<file path="src/rtl/t07_spi_tft_writer_if.sv">
// Write-request channel between the MMIO decoder's TFT window and the SPI TFT writer.
// The decoder drives the request; the writer answers with a stall flag.
interface t07_spi_tft_writer_if;
    logic        wi_in;
    logic [31:0] addr_in;
    logic [31:0] writeData_in;
    logic        ack_TFT;

    modport master (output wi_in, output addr_in, output writeData_in, input ack_TFT);
    modport slave  (input wi_in, input addr_in, input writeData_in, output ack_TFT);
endinterface

</file>
<file path="src/rtl/t07_spi_tft_writer.sv">
// SPI mode-0 master for the TFT: serialises 1, 2 or 4 bytes MSB first per decoder write,
// with D/C taken from addr[3:2] and a stall flag held while the bytes are going out.
module t07_spi_tft_writer #(
    parameter int CLK_DIV = 2
) (
    input  logic                  clk,
    input  logic                  rst,
    t07_spi_tft_writer_if.slave   bus,
    output logic                  tft_sclk,
    output logic                  tft_mosi,
    output logic                  tft_cs_n,
    output logic                  tft_dc
);
    localparam int DIV_W = $clog2(CLK_DIV + 1);
    localparam logic [DIV_W-1:0] DIV_LAST = DIV_W'(CLK_DIV - 1);

    typedef enum logic [1:0] {IDLE, SETUP, SHIFT, DONE} state_t;

    state_t           state;
    logic [DIV_W-1:0] div_cnt;
    logic [4:0]       bit_cnt;
    logic [31:0]      shreg;

    logic [1:0]  mode;
    logic [31:0] load_data;
    logic [4:0]  load_bits;
    logic        unused_addr;

    assign mode        = bus.addr_in[3:2];
    assign unused_addr = ^{bus.addr_in[31:4], bus.addr_in[1:0]};

    // Left-align the selected width so bit 31 is always the next bit on the wire.
    always_comb begin
        load_data = bus.writeData_in;
        load_bits = 5'd31;
        case (mode)
            2'b00, 2'b01: begin
                load_data = {bus.writeData_in[7:0], 24'h0};
                load_bits = 5'd7;
            end
            2'b10: begin
                load_data = {bus.writeData_in[15:0], 16'h0};
                load_bits = 5'd15;
            end
            default: begin
                load_data = bus.writeData_in;
                load_bits = 5'd31;
            end
        endcase
    end

    // NOTE: the stall must rise in the request cycle itself, so it is decoded from the
    // registered state plus wi_in rather than registered; DONE drops it to release the CPU.
    assign bus.ack_TFT = !rst && ((state == IDLE && bus.wi_in) || state == SETUP || state == SHIFT);

    // NOTE: all state and pin registers use non-blocking assignments so every branch
    // reads the pre-edge values of tft_sclk, shreg and the counters.
    always_ff @(posedge clk) begin
        if (rst) begin
            state    <= IDLE;
            tft_cs_n <= 1'b1;
            tft_sclk <= 1'b0;
            tft_mosi <= 1'b0;
            tft_dc   <= 1'b0;
            div_cnt  <= '0;
            bit_cnt  <= '0;
            shreg    <= '0;
        end else begin
            case (state)
                IDLE: begin
                    if (bus.wi_in) begin
                        state    <= SETUP;
                        tft_cs_n <= 1'b0;
                        tft_dc   <= (mode != 2'b00);
                        shreg    <= load_data;
                        tft_mosi <= load_data[31];
                        bit_cnt  <= load_bits;
                        div_cnt  <= '0;
                    end
                end
                SETUP: state <= SHIFT;
                SHIFT: begin
                    if (div_cnt == DIV_LAST) begin
                        div_cnt <= '0;
                        if (!tft_sclk) begin
                            tft_sclk <= 1'b1;
                        end else begin
                            // End of a high phase: either finish or present the next bit.
                            tft_sclk <= 1'b0;
                            if (bit_cnt == 5'd0) begin
                                state    <= DONE;
                                tft_cs_n <= 1'b1;
                                tft_mosi <= 1'b0;
                            end else begin
                                bit_cnt  <= bit_cnt - 5'd1;
                                shreg    <= {shreg[30:0], 1'b0};
                                tft_mosi <= shreg[30];
                            end
                        end
                    end else begin
                        div_cnt <= div_cnt + DIV_W'(1);
                    end
                end
                default: state <= IDLE;
            endcase
        end
    end
endmodule

</file>
<file path="src/flat_wrapper.sv">
// flat-port wrapper written by rule: the top's interface ports become plain ports
module t07_spi_tft_writer_flat 
#(
    parameter int CLK_DIV = 2
)
  (clk, rst, tft_sclk, tft_mosi, tft_cs_n, tft_dc, bus_wi_in, bus_addr_in, bus_writeData_in, bus_ack_TFT);
  t07_spi_tft_writer_if bus_i ();
  input  logic clk;
  input  logic rst;
  output logic tft_sclk;
  output logic tft_mosi;
  output logic tft_cs_n;
  output logic tft_dc;
  input wire logic [$bits(bus_i.wi_in)-1:0] bus_wi_in;
  input wire logic [$bits(bus_i.addr_in)-1:0] bus_addr_in;
  input wire logic [$bits(bus_i.writeData_in)-1:0] bus_writeData_in;
  output wire logic [$bits(bus_i.ack_TFT)-1:0] bus_ack_TFT;
  assign bus_i.wi_in = bus_wi_in;
  assign bus_i.addr_in = bus_addr_in;
  assign bus_i.writeData_in = bus_writeData_in;
  assign bus_ack_TFT = bus_i.ack_TFT;
  t07_spi_tft_writer #(.CLK_DIV(CLK_DIV)) u_core (.clk(clk), .rst(rst), .bus(bus_i), .tft_sclk(tft_sclk), .tft_mosi(tft_mosi), .tft_cs_n(tft_cs_n), .tft_dc(tft_dc));
endmodule
</file>
<file path="config.mk">
export PLATFORM = sky130hd
export DESIGN_NAME = t07_spi_tft_writer_flat
export DESIGN_NICKNAME = d
export VERILOG_FILES = /design/src/rtl/t07_spi_tft_writer_if.sv /design/src/rtl/t07_spi_tft_writer.sv /design/src/flat_wrapper.sv
export SDC_FILE = /design/constraint.sdc
export NUM_CORES = 1
export LEC_CHECK = 0
export BUFFER_PORTS_ARGS = -buffer_cell sky130_fd_sc_hd__buf_2
export CORE_ASPECT_RATIO = 0.75
export CORE_MARGIN = 1.5
export CORE_UTILIZATION = 32
export CTS_BUF_LIST = sky130_fd_sc_hd__clkbuf_4 sky130_fd_sc_hd__clkbuf_8
export DETAILED_ROUTE_END_ITERATION = 16
export GPL_TIMING_DRIVEN = 0
export PLACE_DENSITY_LB_ADDON = 0.1
export SLEW_MARGIN = 20
export SYNTH_ARGS = -nofsm -noshare
export SYNTH_HDL_FRONTEND = slang
export SYNTH_SLANG_ARGS = --single-unit
</file>
<file path="constraint.sdc">
create_clock -name clk -period 4.5 [get_ports clk]
set_input_delay 0.9 -clock clk [delete_from_list [all_inputs] [get_ports clk]]
set_output_delay 0.9 -clock clk [all_outputs]
set_load 0.02 [all_outputs]
</file>
Yosys cells after proc, flatten, opt, wreduce, memory -nomap -nowiden
Cells that the tools add are included.
{ "word_totals": {"out_inout_bits": 5, "ram_bits": 0, "word_cells": 69, "mem_count": 0, "rom_bits": 0, "latch_bits": 0, "register_bits": 44, "in_bits": 67} }
{ "op_classes": {"n_reduce_logical": 18, "bitwise_logic": 0, "mul": 0, "n_shift": 0, "muxes": 31, "div": 0, "addsub": 2, "n_lt_le_gt_ge": 0, "eq_ne": 10} }
{ "ops": {"columns": ["operator", "n"], "rows": [
  ["31-bit two-way mux", 4],
  ["32-bit case mux with 2 select lines", 1],
  ["31-bit case mux with 2 select lines", 1],
  ["5-bit two-way mux", 4],
  ["5-bit case mux with 2 select lines", 2],
  ["2-bit two-way mux", 6],
  ["5-bit AND reduction", 2],
  ["1-bit two-way mux", 9],
  ["2-bit != test, second input constant", 4],
  ["4-bit AND reduction", 2],
  ["2-bit by 1-bit == test with 1-bit output, second input constant", 3],
  ["2-bit case mux with 3 select lines", 1],
  ["2-bit AND reduction", 3],
  ["5-bit zero test", 1],
  ["5-bit by 1-bit subtractor with 5-bit output, second input constant", 1],
  ["2-bit == test, second input constant", 2],
  ["2-bit zero test", 2],
  ["1-bit case mux with 2 select lines", 2],
  ["2-bit case mux with 2 select lines", 1],
  ["2-bit nonzero test", 2],
  ["2-bit by 1-bit adder with 2-bit output, second input constant", 1],
  ["1-bit logical AND", 2],
  ["1-bit logical OR", 2],
  ["2-bit by 1-bit != test with 1-bit output, second input constant", 1],
  ["2 further kinds", 2]
]} }

Longest topological paths before layout
Gate-level depths: netlist of the first run.
{ "logic_depth": {"word_depth": 5, "ltp_mapped": 8, "depth_no_buf": 6} }

Least setup slack after synthesis of the first run
No wires, ideal clock.
{ "synth_timing": {"path_kind": "in2out", "start": "in rst", "end": "out bus_ack_TFT", "path_buffers": 2, "t_arrival_ns": 1.627, "required_ns": 3.600, "path_slack_ns": 1.973, "cell_stages": 3, "path_cell_list": "clkbuf_1 > clkbuf_1 > a21oi_1"} }
{ "synth_via": {"elab_chain_len": 2} }
{ "synth_lines": {"columns": ["element", "line", "source"], "rows": [
  ["from (decl)", "flat_wrapper.sv:9", "input logic rst;"],
  ["1-bit zero test", "t07_spi_tft_writer.sv:54", "assign bus.ack_TFT = !rst && ((state == IDLE && bus.wi_in) || state == SETUP || state == SHIFT);"],
  ["1-bit logical AND", "t07_spi_tft_writer.sv:54", null],
  ["to (decl)", "flat_wrapper.sv:17", "output wire logic [$bits(bus_i.ack_TFT)-1:0] bus_ack_TFT;"]
]} }
No other way between the ends.

Worst setup path in the final report of the first run
{ "layout_timing": {"start": "reg u_core.state[0]", "end": "out bus_ack_TFT"} }
{ "layout_via": {"elab_chain_len": 5} }
{ "layout_lines": {"columns": ["element", "line", "source"], "rows": [
  ["from (decl)", "t07_spi_tft_writer.sv:19", "state_t state;"],
  ["from (signal assigned)", "t07_spi_tft_writer.sv:60", "state <= IDLE;"],
  ["from (signal assigned)", "t07_spi_tft_writer.sv:72", "state <= SETUP;"],
  ["from (signal assigned)", "t07_spi_tft_writer.sv:81", "SETUP: state <= SHIFT;"],
  ["2-bit zero test", "t07_spi_tft_writer.sv:54", null],
  ["1-bit logical AND", "t07_spi_tft_writer.sv:54", null],
  ["1-bit logical OR", "t07_spi_tft_writer.sv:54", null],
  ["1-bit logical OR (*)", "t07_spi_tft_writer.sv:54", null],
  ["1-bit logical AND (*)", "t07_spi_tft_writer.sv:54", null]
]} }
Mark *: on every way between the ends. The rest lies on a longest branch, timed or not.

==> impl_metrics.tcl, run 1 <==
set metrics [dict create \
    wl_um 7420 \
    core_mm2 0.00693 \
    cap_violations 0 \
    clk_pin_slew_ns 0.09 \
    ant_nets 0 \
    finalHoldViolCount 0 \
    reg2reg_from "u_core.state[0]" \
    die_h_um 76.8 \
    synth_top_cell_by_area "dfxtp_1" \
    cpPeakStageDelay_ns 0.46 \
    status "completed" \
    grt_max_degree 14 \
    start_util_pct 33.6 \
    drc 0 \
    vias 2283 \
    synth_area_mm2 0.00232 \
    dp.cells 402 \
    timing.slew.headroom_pct 62.7 \
    min_period_ns 3.04 \
    cp.arrival_ns 2.14 \
    syn_avg_cell_area_um2 8.77 \
    finalSetupTns_ns 0 \
    synth_edf_count 0 \
    grt_overflow 0 \
    yosysWarnings 0 \
    cts-resized-gates 0 \
    postLayoutCoreUtil_pct 39.5 \
    crit_path_max_fanout 10 \
    grt_pass1_vias 2143 \
    place_hpwl_um 5330 \
    clock.fmax_mhz 329 \
    synthFlopType "dfxtp_1" \
    ys_seq_elements 44 \
    place_congestion 0.798 \
    finalCritPeriodShare_pct 67.6 \
    cp-start-kind "flip-flop" \
    startpoint "u_core.state[0]" \
    htree_levels 2 \
    dieArea_mm2 0.00779 \
    slew_violations 0 \
    synth_top_area_share_pct 37.9 \
    die_width_um 101 \
    hold_class "flip-flop to flip-flop" \
    postCtsSetupBuffers 0 \
    pwr_density_cell_mw_per_mm2 619 \
    grt_pass1_wl_um 11900 \
    drt_iter0_drc 206 \
    diodes 0 \
    io_pins 72 \
    cts_buffers 5 \
    peakVddDrop_uv 196 \
    fin_nets 382 \
    syn_inst 265 \
    final_cells 410 \
    final_common_cell "a21oi_1" \
    cts_buffer_depth 2 \
    fin_worst_skew_ns 0.00954 \
    area_delta_synth_final_pct 17.7 \
    final_cell_mix "a21oi_1 (56), buf_2 (52), dfxtp_1 (44), a211oi_1 (32), mux2_2 (15)" \
    critPathSlowestCell "buf_1" \
    synth.distinct_cells 40 \
    synthesis.nets 336 \
    viasPerCell 5.57 \
    synth_area_leaders "dfxtp_1 (38%), a21oi_1 (12%), a211oi_1 (10%)" \
    cts_tree "built" \
    io_buffers 39 \
    setup_viol 0 \
    rows 26 \
    ys_seq_area_share_pct 37.9 \
    synth-async-reset-ratio_pct 0 \
    worst_pin_slew_ns 0.559 \
    postCtsHoldBufs 0 \
    p_leak_nw 1.09 \
    critPathTopFamily "buffers and inverters" \
    path_common_cell "buf_2" \
    clock-sinks 44 \
    clk_latency_ns 0.30 \
    endpoint_kind "output port" \
    rsz0062_at_grt "no" \
    grt_usage_pct 20.0 \
    root_buffer "clkbuf_8" \
    layout-drive-gt1-share_pct 27.6 \
    path_cells "inv_1, ha_1, buf_4, buf_2, buf_1, nor2_1, a21oi_1, buf_2" \
    antenna_found_initial 0 \
    route.detailed.wl_per_inst_um 18.1 \
    cp.buffers_inverters 5 \
    hp-start "u_core.div_cnt[1]" \
    crit_required_ns 3.60 \
    first_pass_iters 5 \
    critical_path_class "flip-flop to output port" \
]
==> cell type report <==
type	count	area [µm²]
inverter	6	22.5
tap	98	123
clock inverter	2	10.0
clock buffer	6	82.6
multi-input combinational	188	1290
timing repair buffer	39	195
fill	739	4190
buffer	27	131
sequential	44	881
==> sequential cells by signal (all words and copies together) (netlist names) <==
register	count
u_core.bit_cnt	5
u_core.shreg	31
u_core.tft_dc	1
u_core.tft_cs_n	1
u_core.tft_sclk	1
u_core.div_cnt	2
u_core.tft_mosi	1
u_core.state	2
==> routing by layer <==
layer | routed length (µm) | GRT usage [%] | up-vias
met4 | 55 | 4.17 | 0
met1 | 3830 | 31.4 | 1119
met2 | 3220 | 27.8 | 57
li1 | - | - | 1101
met5 | 0 | 0 | -
met3 | 312 | 3.65 | 6
==> path summary, 6_finish.rpt <==
| kind | endpoint | slack (ns) | depth (start not counted) |
|---|---|---|---|
| max | bus_ack_TFT | 1.46 | 8 |
| max reg2reg | u_core.shreg[15] | 2.55 | 7 |
| min | u_core.div_cnt[1] | 0.48 | 1 |
| min reg2reg | u_core.div_cnt[1] | 0.48 | 1 |
==> power by group <==
group	internal, W	switching (W)	leakage [nW]
registers	0.000539	0.0000938	0.363
clock network	0.000123	0.000143	0.0510
logic	0.000305	0.000489	0.677
total	0.000967	0.000726	1.09
==> Yosys cell counts, types with 3 or more instances <==
cell type	count
a21oi_1	56
dfxtp_1	44
a211oi_1	32
mux2_2	15
and3_1	14
nor2_1	14
buf_2	13
a22oi_1	9
clkbuf_1	8
a222oi_1	7
inv_1	6
o21ai_0	5
ha_1	4
nand2_1	4
a311oi_1	3
buf_4	3
==> worst register-to-register path, stage by stage (launching register included) <==
cell	delay (ns)
dfxtp_1	0.33
inv_1	0.08
ha_1	0.14
buf_4	0.16
buf_2	0.25
buf_1	0.46
nand2_1	0.17
a311oi_1	0.27
==> logic make-up after synthesis <==
| logic type | count (synthesis) | share of synthesized area (%) |
|---|---|---|
| AO/OA/AOI/OAI | 120 | 33.4 |
| AND/OR/NAND/NOR | 46 | 11.3 |
| adder cells (fa/ha/maj) | 4 | 2.15 |
| multiplexers | 17 | 8.29 |
| XOR/XNOR | 1 | 0.377 |
| flip-flops | 44 | 37.9 |
| buffers and inverters | 33 | 6.62 |
==> metrics by stage <==
step / cell area (µm²) / worst slack (ns) / hold slack (ns) / total power [W]
3_3_place_gp: 2640 / 1.62 / 0.465 / 0.00142
2_1_floorplan: 2320 / 1.97 / 0.459 / 0.00120
5_1_grt: 2740 / 1.25 / 0.506 / 0.00183
6_report: 2740 / 1.46 / 0.485 / 0.00169
3_5_place_dp: 2640 / 1.61 / 0.473 / 0.00143
4_1_cts: 2740 / 1.45 / 0.485 / 0.00170
Power figures use the tool's default switching activity.
==> run 2, diff against run 1 <==
- clock period: 4.5 -> 2.9 ns (I/O delays scaled with it)
==> impl_metrics.tcl, run 2 (synthesis gave the netlist of run 1 again) <==
set metrics [dict create \
    status "completed" \
    viasPerCell 5.54 \
    critPathSlowestCell "buf_2" \
    route.detailed.wl_per_inst_um 18.1 \
    cp.arrival_ns 1.80 \
    switching_share_pct 42.8 \
    final_common_cell "a21oi_1" \
    seqPwrFrac_pct 37.5 \
    endpoint_kind "output port" \
    min_period_ns 2.38 \
    reg.largest.list "u_core.shreg x31, u_core.bit_cnt x5" \
    finalSetupTns_ns 0 \
    n_fill_cell 738 \
    core_mm2 0.00693 \
    clkPwrFrac_pct 15.7 \
    wl_um 7400 \
    postLayoutCoreUtil_pct 39.4 \
    drt_iter0_drc 190 \
    rsz0062_at_grt "no" \
    grt_pass1_vias 2143 \
    final_cell_mix "a21oi_1 (56), buf_2 (52), dfxtp_1 (44), a211oi_1 (32), mux2_2 (15)" \
    io_pins 72 \
    largest_register_ffs 31 \
    htree_levels 2 \
    crit_required_ns 2.32 \
    cap_violations 0 \
    die_h_um 76.8 \
    crit_path_max_fanout 19 \
    fin_worst_skew_ns 0.00871 \
    top_register "u_core.shreg" \
    cp-start-kind "flip-flop" \
    path_cells "inv_1, ha_1, buf_4, buf_2, nor2_1, a21oi_1, buf_2" \
    finalHoldViolCount 0 \
    clk_pin_slew_ns 0.09 \
    switchingPower_w 0.00112 \
    vias 2264 \
    cts_buffer_depth 2 \
    root_buffer "clkbuf_8" \
    area_delta_synth_final_pct 17.5 \
    critical_path_class "flip-flop to output port" \
    rows 26 \
    grt_usage_pct 20.0 \
    io_buffers 39 \
    path_common_cell "buf_2" \
    clk_latency_ns 0.30 \
    die_width_um 101 \
    slew_violations 0 \
    antenna_found_initial 0 \
    finalPower_w 0.00262 \
    start_util_pct 33.6 \
    place_hpwl_um 5330 \
    worst_pin_slew_ns 0.557 \
    cts-resized-gates 0 \
    critPathTopFamily "buffers and inverters" \
    drc 0 \
    peakVddDrop_uv 305 \
    cpPeakStageDelay_ns 0.38 \
    fin_ws_ns 0.521 \
    intPower_w 0.00150 \
    first_pass_iters 7 \
    cts_buffers 5 \
    pwr_density_cell_mw_per_mm2 960 \
    place_congestion 0.798 \
    diodes 0 \
    fin_nets 381 \
    combPwrFrac_pct 46.7 \
    setup_viol 0 \
    hold_class "flip-flop to flip-flop" \
    grt_pass1_wl_um 11900 \
    dp_slack_ns 0.498 \
    dieArea_mm2 0.00779 \
    ant_nets 0 \
    grt_max_degree 14 \
    layout-drive-gt1-share_pct 27.7 \
    finalCritPeriodShare_pct 82.0 \
    clock-sinks 44 \
    timing.slew.headroom_pct 62.9 \
    cp.buffers_inverters 4 \
    cts_tree "built" \
    clock.fmax_mhz 420 \
    grt_overflow 0 \
    p_leak_nw 1.09 \
]
[run 2: changes by cell type in the layout (fill, tap and decap cells not counted)]
cell	previous run	this run
buf_1	1	0
[run 2: worst reg2reg max path, delay by kind of cell (launching register included)]
family	cells	cell delay (ns)
buffers and inverters	4	1.08
AOI/OAI and AO/OA	2	0.44
DFF	1	0.33
adders and majority gates	1	0.14
[run 2: stage by stage]
step	area [µm²]	hold WS [ns]	instances
global placement	2640	0.465	402
finish	2730	0.485	409
detailed placement	2640	0.473	402
CTS	2740	0.485	410
floorplan	2320	0.459	265
global route	2730	0.506	409
[run 2: path summary, 6_finish.rpt]
path,startpoint,endpoint,slack (ns),depth (start not counted)
worst min register to register,u_core.div_cnt[1],u_core.div_cnt[1],0.48,1
worst max-delay path,u_core.state[0],bus_ack_TFT,0.52,7
worst max register to register,u_core.state[0],u_core.shreg[19],0.82,7
worst min-delay path,u_core.div_cnt[1],u_core.div_cnt[1],0.48,1
[run 2: area by class of cell]
class	instances	area, µm²	share of cell area (%)
Inverter	6	22.5	0.825
Sequential cell	44	881	32.2
Clock inverter	2	10.0	0.366
Timing Repair Buffer	39	195	7.15
Tap cell	98	123	4.49
Clock buffer	6	82.6	3.02
Multi-Input combinational cell	188	1290	47.2
Buffer	26	128	4.67
[run 2: power by group through the flow]
stage | logic, W | registers, W | clock network (W)
2_1_floorplan | 0.000896 | 0.000969 | 0
3_3_place_gp | 0.00122 | 0.000990 | 0
3_5_place_dp | 0.00123 | 0.000991 | 0
4_1_cts | 0.00123 | 0.000980 | 0.000421
5_1_grt | 0.00138 | 0.00102 | 0.000446
6_report | 0.00122 | 0.000984 | 0.000412
[run 2: what timing repair did]
action | in CTS | in global routing
endpoints found under the setup margin | 0 | 1
buffers inserted | 0 | 0
hold buffers | 0 | 0
[run 2: metal layers]
metal | global-route usage, % | vias up | part of all wire (%)
li1 | - | 1098 | -
met5 | 0 | - | 0
met3 | 3.65 | 6 | 4.4
met1 | 31.4 | 1104 | 51
met2 | 27.8 | 56 | 43
met4 | 4.17 | 0 | 0.70
==> run 3, diff against run 2 <==
- ABC_AREA: default -> 1
- clock period: 2.9 -> 2.2 ns (I/O delays scaled with it)
==> impl_metrics.tcl, run 3 <==
set metrics [dict create \
    antenna_found_initial 0 \
    synthesis.nets 476 \
    synth_top_area_share_pct 35.7 \
    postCtsSetupBuffers 0 \
    p_leak_nw 1.48 \
    seq_area_um2 882 \
    synth.area.mux_share_pct 0 \
    yosysMostFrequentCell "nand2_1" \
    die_width_um 104 \
    status "completed" \
    synth_xor_area_share_pct 0.710 \
    grt_pass1_vias 2306 \
    worst_pin_slew_ns 0.578 \
    yosysWarnings 0 \
    grt_max_degree 14 \
    multi_input_area_mm2 0.00136 \
    endpoint_kind "output port" \
    grt_overflow 0 \
    fin_nets 522 \
    critPathTopFamily "buffers and inverters" \
    hold_class "primary input to flip-flop" \
    clock.fmax_mhz 479 \
    cpPeakStageDelay_ns 0.34 \
    top_register "u_core.shreg" \
    finalSetupTns_ns 0 \
    place_congestion 0.853 \
    n_fill_cell 812 \
    cp-start-kind "flip-flop" \
    synth_fa_ha_area_share_pct 2.03 \
    grt_usage_pct 18.7 \
    wl_um 7400 \
    die_h_um 79.0 \
    cts_buffers 5 \
    final_cell_mix "nand2_1 (139), nor2_1 (98), buf_2 (45), dfxtp_1 (43), inv_1 (30)" \
    fin_worst_skew_ns 0.00640 \
    viasPerCell 4.60 \
    largest_register_ffs 31 \
    finalPower_w 0.00396 \
    dp_slack_ns 0.220 \
    finalCritPeriodShare_pct 95.0 \
    vias 2545 \
    ys_seq_elements 44 \
    final_common_cell "nand2_1" \
    diodes 0 \
    cts_tree "built" \
    dieArea_mm2 0.00825 \
    first_pass_iters 4 \
    synth_edf_count 0 \
    clk_pin_slew_ns 0.08 \
    rows 27 \
    slew_violations 0 \
    synth_top_family_by_area "simple AND/OR/NAND/NOR gates" \
    io_buffers 39 \
    io_pins 72 \
    reg.largest.list "u_core.shreg x31, u_core.bit_cnt x5" \
    setup_viol 0 \
    drc 0 \
    crit_required_ns 1.76 \
    min_period_ns 2.09 \
    drt_iter0_drc 123 \
    dp.cells 545 \
    cp.arrival_ns 1.65 \
    ant_nets 0 \
    synth.distinct_cells 21 \
    htree_levels 2 \
    synth-async-reset-ratio_pct 0 \
    area_delta_synth_final_pct 18.0 \
    final_cells 553 \
    timing.slew.headroom_pct 61.4 \
    pwr_density_cell_mw_per_mm2 1360 \
    crit_path_max_fanout 10 \
    path_cells "inv_1, ha_1, buf_6, buf_4, nor2_1, a21oi_1, buf_2" \
    final_cell_area_mm2 0.00291 \
    synth_area_mm2 0.00247 \
    synthFlopType "dfxtp_1" \
    rsz0062_at_grt "no" \
    start_util_pct 33.4 \
    grt_pass1_wl_um 12000 \
    peakVddDrop_uv 435 \
    critical_path_class "flip-flop to output port" \
    synthTopCellsByCount "nand2_1 (139), nor2_1 (98), dfxtp_1 (44)" \
    cts_buffer_depth 2 \
    clock-sinks 44 \
    route.detailed.wl_per_inst_um 13.4 \
    root_buffer "clkbuf_8" \
    core_mm2 0.00740 \
    fin_ws_ns 0.110 \
    syn_inst 405 \
    dpl_cell_area_mm2 0.00279 \
    cp.buffers_inverters 4 \
    cap_violations 0 \
    ys_seq_area_share_pct 35.7 \
    finalHoldViolCount 0 \
    layout-drive-gt1-share_pct 15.0 \
    synth_compound_area_share_pct 9.38 \
    synth_top_cell_by_area "dfxtp_1" \
    syn_avg_cell_area_um2 6.09 \
    yosys.area_share.simple_pct 43.0 \
    clk_latency_ns 0.30 \
    critPathSlowestCell "dfxtp_2" \
    synth_area_leaders "dfxtp_1 (36%), nand2_1 (21%), nor2_1 (15%)" \
    place_hpwl_um 5640 \
]
run 3: per-stage QoR:
step / hold slack (ns) / util (%)
6_report: 0.443 / 39.3
5_1_grt: 0.435 / 39.3
4_1_cts: 0.428 / 39.3
3_5_place_dp: 0.441 / 37.7
3_3_place_gp: 0.433 / 37.7
2_1_floorplan: 0.435 / -
run 3: per-layer routing:
metal | track usage [%] | vias to the layer above | part of all wire (%) | routed length [µm]
met4 | 4.17 | 0 | 0.74 | 55
met3 | 3.69 | 8 | 5.0 | 368
li1 | - | 1355 | - | -
met1 | 28.0 | 1142 | 54 | 4020
met5 | 0 | - | 0 | 0
met2 | 27.5 | 40 | 40 | 2960
run 3: power breakdown:
| group | internal (W) | switching, W | leakage (nW) |
|---|---|---|---|
| Combinational | 0.000717 | 0.00134 | 1.05 |
| Sequential | 0.00111 | 0.000158 | 0.364 |
| Clock | 0.000350 | 0.000285 | 0.0586 |
| Total | 0.00218 | 0.00178 | 1.48 |
run 3: layout make-up:
| type | instances | share of cell area (%) |
|---|---|---|
| inverters | 34 | 4.39 |
| well taps | 101 | 4.34 |
| clock inverters | 2 | 1.20 |
| repair buffers | 39 | 6.71 |
| multi-input cells | 308 | 46.7 |
| plain buffers | 19 | 3.74 |
| clock buffers | 6 | 2.62 |
| flip-flops and latches | 44 | 30.3 |
run 3: cells by family after synthesis:
family	count (synthesis)
xor gates and xnor gates	2
AOI/OAI and AO/OA	33
buffers and inverters	53
adders and majority gates	4
DFF	44
and+or+nand+nor	269
run 3: what timing repair did:
item	in CTS	in global routing
endpoints found under the hold margin	0	0
hold buffers	0	0
endpoints found under the setup margin	1	1
resized for setup	2	2
run 3: worst register-to-register path, stage by stage (launching register included):
cell	delay (ns)
dfxtp_2	0.34
inv_1	0.08
ha_1	0.22
nand2_1	0.13
o21ai_1	0.13
nand2_1	0.16
nor2_4	0.25
buf_4	0.23
nand2_1	0.06
nand2_1	0.06
nor2_1	0.04
run 3: worst paths after layout:
check,cells after the start,slack (ns),endpoint,from
max reg2reg,10,0.40,u_core.shreg[15],u_core.state[0]
min,2,0.44,u_core.state[0],rst
min reg2reg,2,0.45,u_core.tft_cs_n,u_core.tft_cs_n
max,7,0.11,bus_ack_TFT,u_core.state[0]
